<file path="config.mk">
export PLATFORM = sky130hd
export DESIGN_NAME = rdata_chan_sndr_flat
export DESIGN_NICKNAME = d
export VERILOG_FILES = /design/src/rtl/rdata_chan_sndr_pkg.sv /design/src/rtl/rdata_chan_sndr_if.sv /design/src/rtl/rdat_rsp_fifo.sv /design/src/rtl/rdata_chan_sndr.sv /design/src/flat_wrapper.sv
export SDC_FILE = /design/constraint.sdc
export NUM_CORES = 1
export LEC_CHECK = 0
export CORE_MARGIN = 2
export CORE_UTILIZATION = 40
export DETAILED_ROUTE_END_ITERATION = 6
export PLACE_DENSITY_LB_ADDON = 0.2
export SLEW_MARGIN = 20
export SYNTH_ARGS = -nofsm -noshare
export SYNTH_HDL_FRONTEND = slang
export SYNTH_SLANG_ARGS = --single-unit
</file>
<file path="constraint.sdc">
create_clock -name clk -period 3.31 [get_ports clk]
set_input_delay 0.331 -clock clk [delete_from_list [all_inputs] [get_ports clk]]
set_output_delay 0.331 -clock clk [all_outputs]
set_load 0.03 [all_outputs]
</file>
<file path="src/rtl/rdata_chan_sndr_pkg.sv">
// Shared types and constants for the AXI read-data channel sender.
package rdata_chan_sndr_pkg;

  localparam int unsigned BeatCnt = 4;
  localparam int unsigned IdW     = 4;
  localparam int unsigned LenW    = 2;
  localparam int unsigned LineW   = 128;
  localparam int unsigned WordW   = 32;

  // Encodings are fixed so the state is readable on a waveform as RDAT_S_*.
  typedef enum logic [1:0] {
    RdatSIdle = 2'b00,
    RdatSSend = 2'b01,
    RdatSDefo = 2'b11
  } rdat_state_e;

  typedef struct packed {
    logic [IdW-1:0]   id;
    logic [LenW-1:0]  len;
    logic [LineW-1:0] data;
  } rsp_entry_t;

endpackage

</file>
<file path="src/rtl/rdata_chan_sndr_if.sv">
// R channel plus response-push signals; master is the sender, slave the peer side.
interface rdata_chan_sndr_if;
  import rdata_chan_sndr_pkg::*;

  logic             rvalid;
  logic             rready;
  logic [IdW-1:0]   rid;
  logic [WordW-1:0] rdata;
  logic             rlast;
  logic             rsp_valid;
  logic [IdW-1:0]   rsp_id;
  logic [LenW-1:0]  rsp_len;
  logic [LineW-1:0] rsp_data;
  logic             rsp_full;
  logic             finish_srd;

  modport master (
    output rvalid, rid, rdata, rlast, rsp_full, finish_srd,
    input  rready, rsp_valid, rsp_id, rsp_len, rsp_data
  );

  modport slave (
    input  rvalid, rid, rdata, rlast, rsp_full, finish_srd,
    output rready, rsp_valid, rsp_id, rsp_len, rsp_data
  );

endinterface

</file>
<file path="src/rtl/rdat_rsp_fifo.sv">
// Register FIFO holding pending read responses; head entry is always visible.
module rdat_rsp_fifo
  import rdata_chan_sndr_pkg::*;
#(
  parameter int unsigned Depth = 2,
  parameter int unsigned Aw    = 1
) (
  input  logic         clk_i,
  input  logic         rst_ni,
  input  logic         push_i,
  input  rsp_entry_t   entry_i,
  input  logic         pop_i,
  output rsp_entry_t   head_o,
  output logic [Aw:0]  count_o,
  output logic         full_o,
  output logic         empty_o
);

  rsp_entry_t    mem_q [Depth];
  logic [Aw-1:0] wptr_q, wptr_d, rptr_q, rptr_d;
  logic [Aw:0]   cnt_q, cnt_d;
  logic          do_push, do_pop;

  assign full_o  = (cnt_q == (Aw + 1)'(Depth));
  assign empty_o = (cnt_q == '0);
  assign count_o = cnt_q;
  assign head_o  = mem_q[rptr_q];

  always_comb begin
    do_push = push_i & ~full_o;
    do_pop  = pop_i & ~empty_o;
    wptr_d  = wptr_q;
    rptr_d  = rptr_q;
    cnt_d   = cnt_q;
    // Depth is a power of two, so pointers wrap naturally.
    if (do_push) wptr_d = wptr_q + 1'b1;
    if (do_pop)  rptr_d = rptr_q + 1'b1;
    if (do_push && !do_pop)      cnt_d = cnt_q + 1'b1;
    else if (!do_push && do_pop) cnt_d = cnt_q - 1'b1;
  end

  always_ff @(posedge clk_i or negedge rst_ni) begin
    if (!rst_ni) begin
      wptr_q <= '0;
      rptr_q <= '0;
      cnt_q  <= '0;
      for (int unsigned i = 0; i < Depth; i++) mem_q[i] <= '0;
    end else begin
      wptr_q <= wptr_d;
      rptr_q <= rptr_d;
      cnt_q  <= cnt_d;
      if (do_push) mem_q[wptr_q] <= entry_i;
    end
  end

endmodule

</file>
<file path="src/rtl/rdata_chan_sndr.sv">
// Sends queued read responses as 1-4 beat AXI R bursts in ascending word order.
module rdata_chan_sndr
  import rdata_chan_sndr_pkg::*;
#(
  parameter int unsigned QDEPTH = 2,
  parameter int unsigned QAW    = 1
) (
  input  logic               clk,
  input  logic               rst_n,
  rdata_chan_sndr_if.master  bus
);

  rdat_state_e   state_q, state_d;
  logic [1:0]    beat_q, beat_d;
  logic          fin_q, fin_d;
  rsp_entry_t    entry_in, head;
  logic [QAW:0]  count;
  logic          full, empty, push, pop, send, last_beat, hs;

  assign entry_in = '{id: bus.rsp_id, len: bus.rsp_len, data: bus.rsp_data};
  assign push     = bus.rsp_valid & ~full;

  rdat_rsp_fifo #(
    .Depth (QDEPTH),
    .Aw    (QAW)
  ) u_fifo (
    .clk_i   (clk),
    .rst_ni  (rst_n),
    .push_i  (push),
    .entry_i (entry_in),
    .pop_i   (pop),
    .head_o  (head),
    .count_o (count),
    .full_o  (full),
    .empty_o (empty)
  );

  always_comb begin
    state_d   = state_q;
    beat_d    = beat_q;
    pop       = 1'b0;
    send      = 1'b0;
    hs        = 1'b0;
    last_beat = (beat_q == head.len);
    case (state_q)
      // Looking at the incoming push gives single-cycle push-to-rvalid latency.
      RdatSIdle: if (!empty || push) state_d = RdatSSend;
      RdatSSend: begin
        send = 1'b1;
        if (bus.rready) begin
          hs = 1'b1;
          if (!last_beat) begin
            beat_d = beat_q + 2'd1;
          end else begin
            beat_d = '0;
            pop    = 1'b1;
            if (!(count > (QAW + 1)'(1)) && !push) state_d = RdatSIdle;
          end
        end
      end
      RdatSDefo: state_d = RdatSDefo;
      default:   state_d = RdatSDefo;
    endcase
    fin_d = hs & last_beat;
  end

  always_ff @(posedge clk or negedge rst_n) begin
    if (!rst_n) begin
      state_q <= RdatSIdle;
      beat_q  <= '0;
      fin_q   <= 1'b0;
    end else begin
      state_q <= state_d;
      beat_q  <= beat_d;
      fin_q   <= fin_d;
    end
  end

  // Beat fields are forced to zero outside SEND so idle/reset outputs are quiet.
  assign bus.rvalid     = send;
  assign bus.rid        = send ? head.id : '0;
  assign bus.rdata      = send ? head.data[{beat_q, 5'b0} +: WordW] : '0;
  assign bus.rlast      = send & last_beat;
  assign bus.rsp_full   = full;
  assign bus.finish_srd = fin_q;

endmodule

</file>
<file path="src/flat_wrapper.sv">
// flat-port wrapper written by rule: the top's interface ports become plain ports
module rdata_chan_sndr_flat import rdata_chan_sndr_pkg::*;
#(
  parameter int unsigned QDEPTH = 2,
  parameter int unsigned QAW    = 1
)
  (clk, rst_n, bus_rvalid, bus_rid, bus_rdata, bus_rlast, bus_rsp_full, bus_finish_srd, bus_rready, bus_rsp_valid, bus_rsp_id, bus_rsp_len, bus_rsp_data);
  rdata_chan_sndr_if bus_i ();
  input  logic clk;
  input  logic rst_n;
  output wire logic [$bits(bus_i.rvalid)-1:0] bus_rvalid;
  output wire logic [$bits(bus_i.rid)-1:0] bus_rid;
  output wire logic [$bits(bus_i.rdata)-1:0] bus_rdata;
  output wire logic [$bits(bus_i.rlast)-1:0] bus_rlast;
  output wire logic [$bits(bus_i.rsp_full)-1:0] bus_rsp_full;
  output wire logic [$bits(bus_i.finish_srd)-1:0] bus_finish_srd;
  input wire logic [$bits(bus_i.rready)-1:0] bus_rready;
  input wire logic [$bits(bus_i.rsp_valid)-1:0] bus_rsp_valid;
  input wire logic [$bits(bus_i.rsp_id)-1:0] bus_rsp_id;
  input wire logic [$bits(bus_i.rsp_len)-1:0] bus_rsp_len;
  input wire logic [$bits(bus_i.rsp_data)-1:0] bus_rsp_data;
  assign bus_rvalid = bus_i.rvalid;
  assign bus_rid = bus_i.rid;
  assign bus_rdata = bus_i.rdata;
  assign bus_rlast = bus_i.rlast;
  assign bus_rsp_full = bus_i.rsp_full;
  assign bus_finish_srd = bus_i.finish_srd;
  assign bus_i.rready = bus_rready;
  assign bus_i.rsp_valid = bus_rsp_valid;
  assign bus_i.rsp_id = bus_rsp_id;
  assign bus_i.rsp_len = bus_rsp_len;
  assign bus_i.rsp_data = bus_rsp_data;
  rdata_chan_sndr #(.QDEPTH(QDEPTH), .QAW(QAW)) u_core (.clk(clk), .rst_n(rst_n), .bus(bus_i));
endmodule
</file>
==> summary.md <==
| Metric | Value |
|---|---|
| Status | `finished, final reports clean` |
| Syn avg cell area | `16.1 um^2` |
| Min Clock Period, post-route | `3130 ps` |
| Vias in the first global route | `7,684` |
| Clock power share | `18.7%` |
| Synth area leader | `dfrtp_1` |
| Unique cell type count in the Yosys netlist | `27` |
| Nets | `1,103` |
| Site Rows | `64` |
| Hold path depth | `0` |
| # DRC | `0` |
| Crit path cell chain | `buf_4 -> mux4_2 -> mux2i_1 -> nor2_1 -> clkdlybuf4s50_1` |
| Critical Path RT | `2980 ps` |
| Share of the synthesized area in the top cell type | `55.7%` |
| Clock latency on the worst-skew pair | `550 ps` |
| DRT Pass-1 Iters | `6` |
| Slew Viols, Final | `0` |
| Switching Share | `34.0%` |
| Synth Area in Compound Gates | `0.332%` |
| CTS root buf | `clkbuf_16` |
| Startpoint types | `flip-flop` |
| Num CTS Buffers | `31` |
| Synth Net Count | `913` |
| Cell count after synthesis | `771` |
| GRT overflow | `0` |
| Setup TNS | `0 ps` |
| XOR/XNOR Fraction of Synth Area | `0.483%` |
| Setup violators final | `0` |
| Mapped Area | `0.0124 mm^2` |
| Worst-case reg-to-reg path depth | `7` |
| Critical path class | `flip-flop to output pin` |
| Final Hold Viols | `0` |
| Worst r2r src | `u_core.u_fifo.rptr_q` |
| Ports | `178` |
| Cell family with most CP delay | `buffers and inverters` |
| Core Area | `0.0306 mm^2` |
| MaxCap Viol Count | `0` |
| VDD IR-drop max | `0.760 mV` |
| Max-slew headroom | `51.6%` |
| Cell leakage power | `6.55 nW` |
| Fillcell total | `2,585` |
| Final core area utilization | `52.0%` |
| Syn-to-layout area delta | `27.9%` |
| Placer Congestion | `0.692` |
| Initial Utilization | `40.7%` |
| Number of port buffers | `177` |
| Period utilisation layout | `94.5%` |
| Unrepaired setup endpoints after global routing | `false` |
| Internal power | `12.1 mW` |
| Die Y | `180 um` |
| Die ar. | `0.0325 mm^2` |
| Post-synthesis mux area share | `39.0%` |
| Routed WL per cell | `19.6 um` |
| Power density cells | `1150 mW/mm^2` |
| Cell count along the critical path | `5` |
| HPWL Detailed | `17.5 mm` |
| Logic pwr share | `48.0%` |
| Part of the power in registers | `33.3%` |
| Crit path buffers/inverters | `2` |
| Post-synthesis adder-cell area fraction | `0.402%` |
| Fmax | `320 MHz` |
| Number of synthesis warnings | `0` |
| DR iter-0 viols | `263` |
| Final Skew | `6.30 ps` |
| Synth top area cells | `dfrtp_1, mux2_2, mux4_2` |
| Setup crit start | `u_core.u_fifo.rptr_q` |
| HP Class | `flip-flop to flip-flop` |
| Vias | `7,102` |
| Largest net degree at the start of global routing | `93` |
| Chip Width | `180 um` |
| Synth Area in Simple Gates | `1.77%` |
| Share of layout cells above drive strength 1 | `43.0%` |
| Routed vias/inst | `5.15` |
| CTS tree | `built` |
| Largest family of logic cells by synthesized area | `multiplexers` |
| First-pass GRT wire length | `43.8 mm` |
| Critical path's slowest cell | `dfrtp_4` |
| Net Switching | `6.22 mW` |
| Total track usage | `16.9%` |
| Arrival @ worst endpoint | `2800 ps` |
| Synth Register Bits | `277` |
| Initial antenna violation count | `1` |
| Worst Hold Launch | `u_core.state_q[1]` |
| Clock-pin slew on the worst setup and hold paths | `50 ps` |
| Worst-margin pin slew | `727 ps` |
| Clock sink count | `277` |
| Sequential area share after synthesis | `55.7%` |
| Critical Path Max Stage Delay | `630 ps` |
| CP endpoint kind | `output pin` |
| Critical Path Fanout Max | `12` |
| Max clock buf depth | `3` |
| Final wirelength | `27.1 mm` |
| Routed Antenna Nets | `0` |
| H-tree depth | `1` |
==> sequential cells by signal, summed over array words and instances (netlist names) <==
| name | cells |
|---|---|
| u_core.u_fifo.count_o | 2 |
| u_core.state_q | 2 |
| u_core.beat_q | 2 |
| u_core.u_fifo.wptr_q | 1 |
| u_core.bus.finish_srd | 1 |
| u_core.u_fifo.rptr_q | 1 |
| u_core.u_fifo.mem_q | 268 |
==> path summary, 6_finish.rpt <==
kind,endpoint,slack [ps]
worst max-delay path,bus_rdata[26],180
worst min-delay path,u_core.state_q[1],400
worst max register to register,u_core.u_fifo.count_o[1],920
worst min register to register,u_core.state_q[1],400
max in group asynchronous,u_core.u_fifo.mem_q[86],2070
min in group asynchronous,u_core.u_fifo.mem_q[62],410
==> routing by layer <==
metal	wire length (um)	global-route usage, %	up-vias
li1	-	-	3224
met1	12800	24.5	3721
met3	1030	2.87	27
met5	0	0	-
met2	12800	26.7	130
met4	443	3.90	0
==> what timing repair did <==
action	in CTS	in global routing
setup endpoints to repair	6	1
buffers inserted	4	3
gates resized for setup	0	1
hold endpoints to repair	86	0
hold buffers	1	0
==> worst reg2reg max path, cell delays in order, from the launching register on <==
cell	delay, ps
dfrtp_4	630
buf_4	190
mux2i_1	230
xnor2_1	210
or4b_4	530
ha_1	330
nand2_1	80
o21ai_0	80
==> cell families (layout without fill, tap and decap cells) <==
logic type      after synthesis  count (layout)
compound gates                6               6
xor+xnor                      6               6
fa+ha+maj                     4               4
buf+inv                      57             269
flops                       277             277
mux                         370             370
other cells                   0               1
simple gates                 51              51
==> layout make-up <==
class                           count  area, um^2  area share, %
Sequential cell                   277        6940           43.6
Multi-Input combinational cell    437        5240           32.9
Timing Repair Buffer              209        2200           13.8
Clock buffer                       45         918           5.77
Tap cell                          396         495           3.11
Clock inverter                     10         105          0.660
Inverter                            5        18.8          0.118
Antenna cell                        1        2.50         0.0157
==> cells in the final DEF, fill, tap and decap left out, types with 4 or more instances in the layout <==
cell type	instances
mux4_2	64
clkbuf_16	31
ha_1	4
clkbuf_8	9
mux2_2	268
buf_4	16
clkinv_2	6
nor2_1	40
inv_1	5
dfrtp_1	274
clkdlybuf4s50_1	176
mux2i_1	37
xnor2_1	4
buf_12	14
clkbuf_1	5
==> synthesized netlist by cell type, drive strengths merged <==
cell,count
dfrtp,277
mux2,268
mux4,64
buf,46
nor2,41
mux2i,38
clkbuf,6
inv,5
xnor2,5
ha,4
nand2,3
nand2b,3
o21ai,2
a2111oi,1
a21o,1
a21oi,1
a311o,1
and2,1
nor3b,1
nor4b,1
or4b,1
xor2,1
==> power groups by stage <==
stage / clock [mW] / combinational [mW] / sequential (mW)
5_1_grt: 3.68 / 9.43 / 6.33
3_5_place_dp: 0 / 8.79 / 6.17
3_3_place_gp: 0 / 8.69 / 6.13
2_1_floorplan: 0 / 6.38 / 5.72
4_1_cts: 3.51 / 8.91 / 6.10
6_report: 3.42 / 8.79 / 6.10
==> per-stage QoR <==
| step | total power [mW] | std cells | cell area [um^2] | worst slack, ps | hold WS, ps |
|---|---|---|---|---|---|
| final | 18.3 | 1380 | 15900 | 183 | 398 |
| after global routing | 19.4 | 1380 | 15900 | 30.8 | 406 |
| after CTS | 18.5 | 1376 | 15900 | 67.3 | 397 |
| after detailed placement | 15.0 | 1316 | 14800 | 561 | 385 |
| after global placement | 14.8 | 1316 | 14800 | 568 | 379 |
| after floorplan | 12.1 | 771 | 12400 | 1210 | 35.4 |
Power figures use the tool's default switching activity.
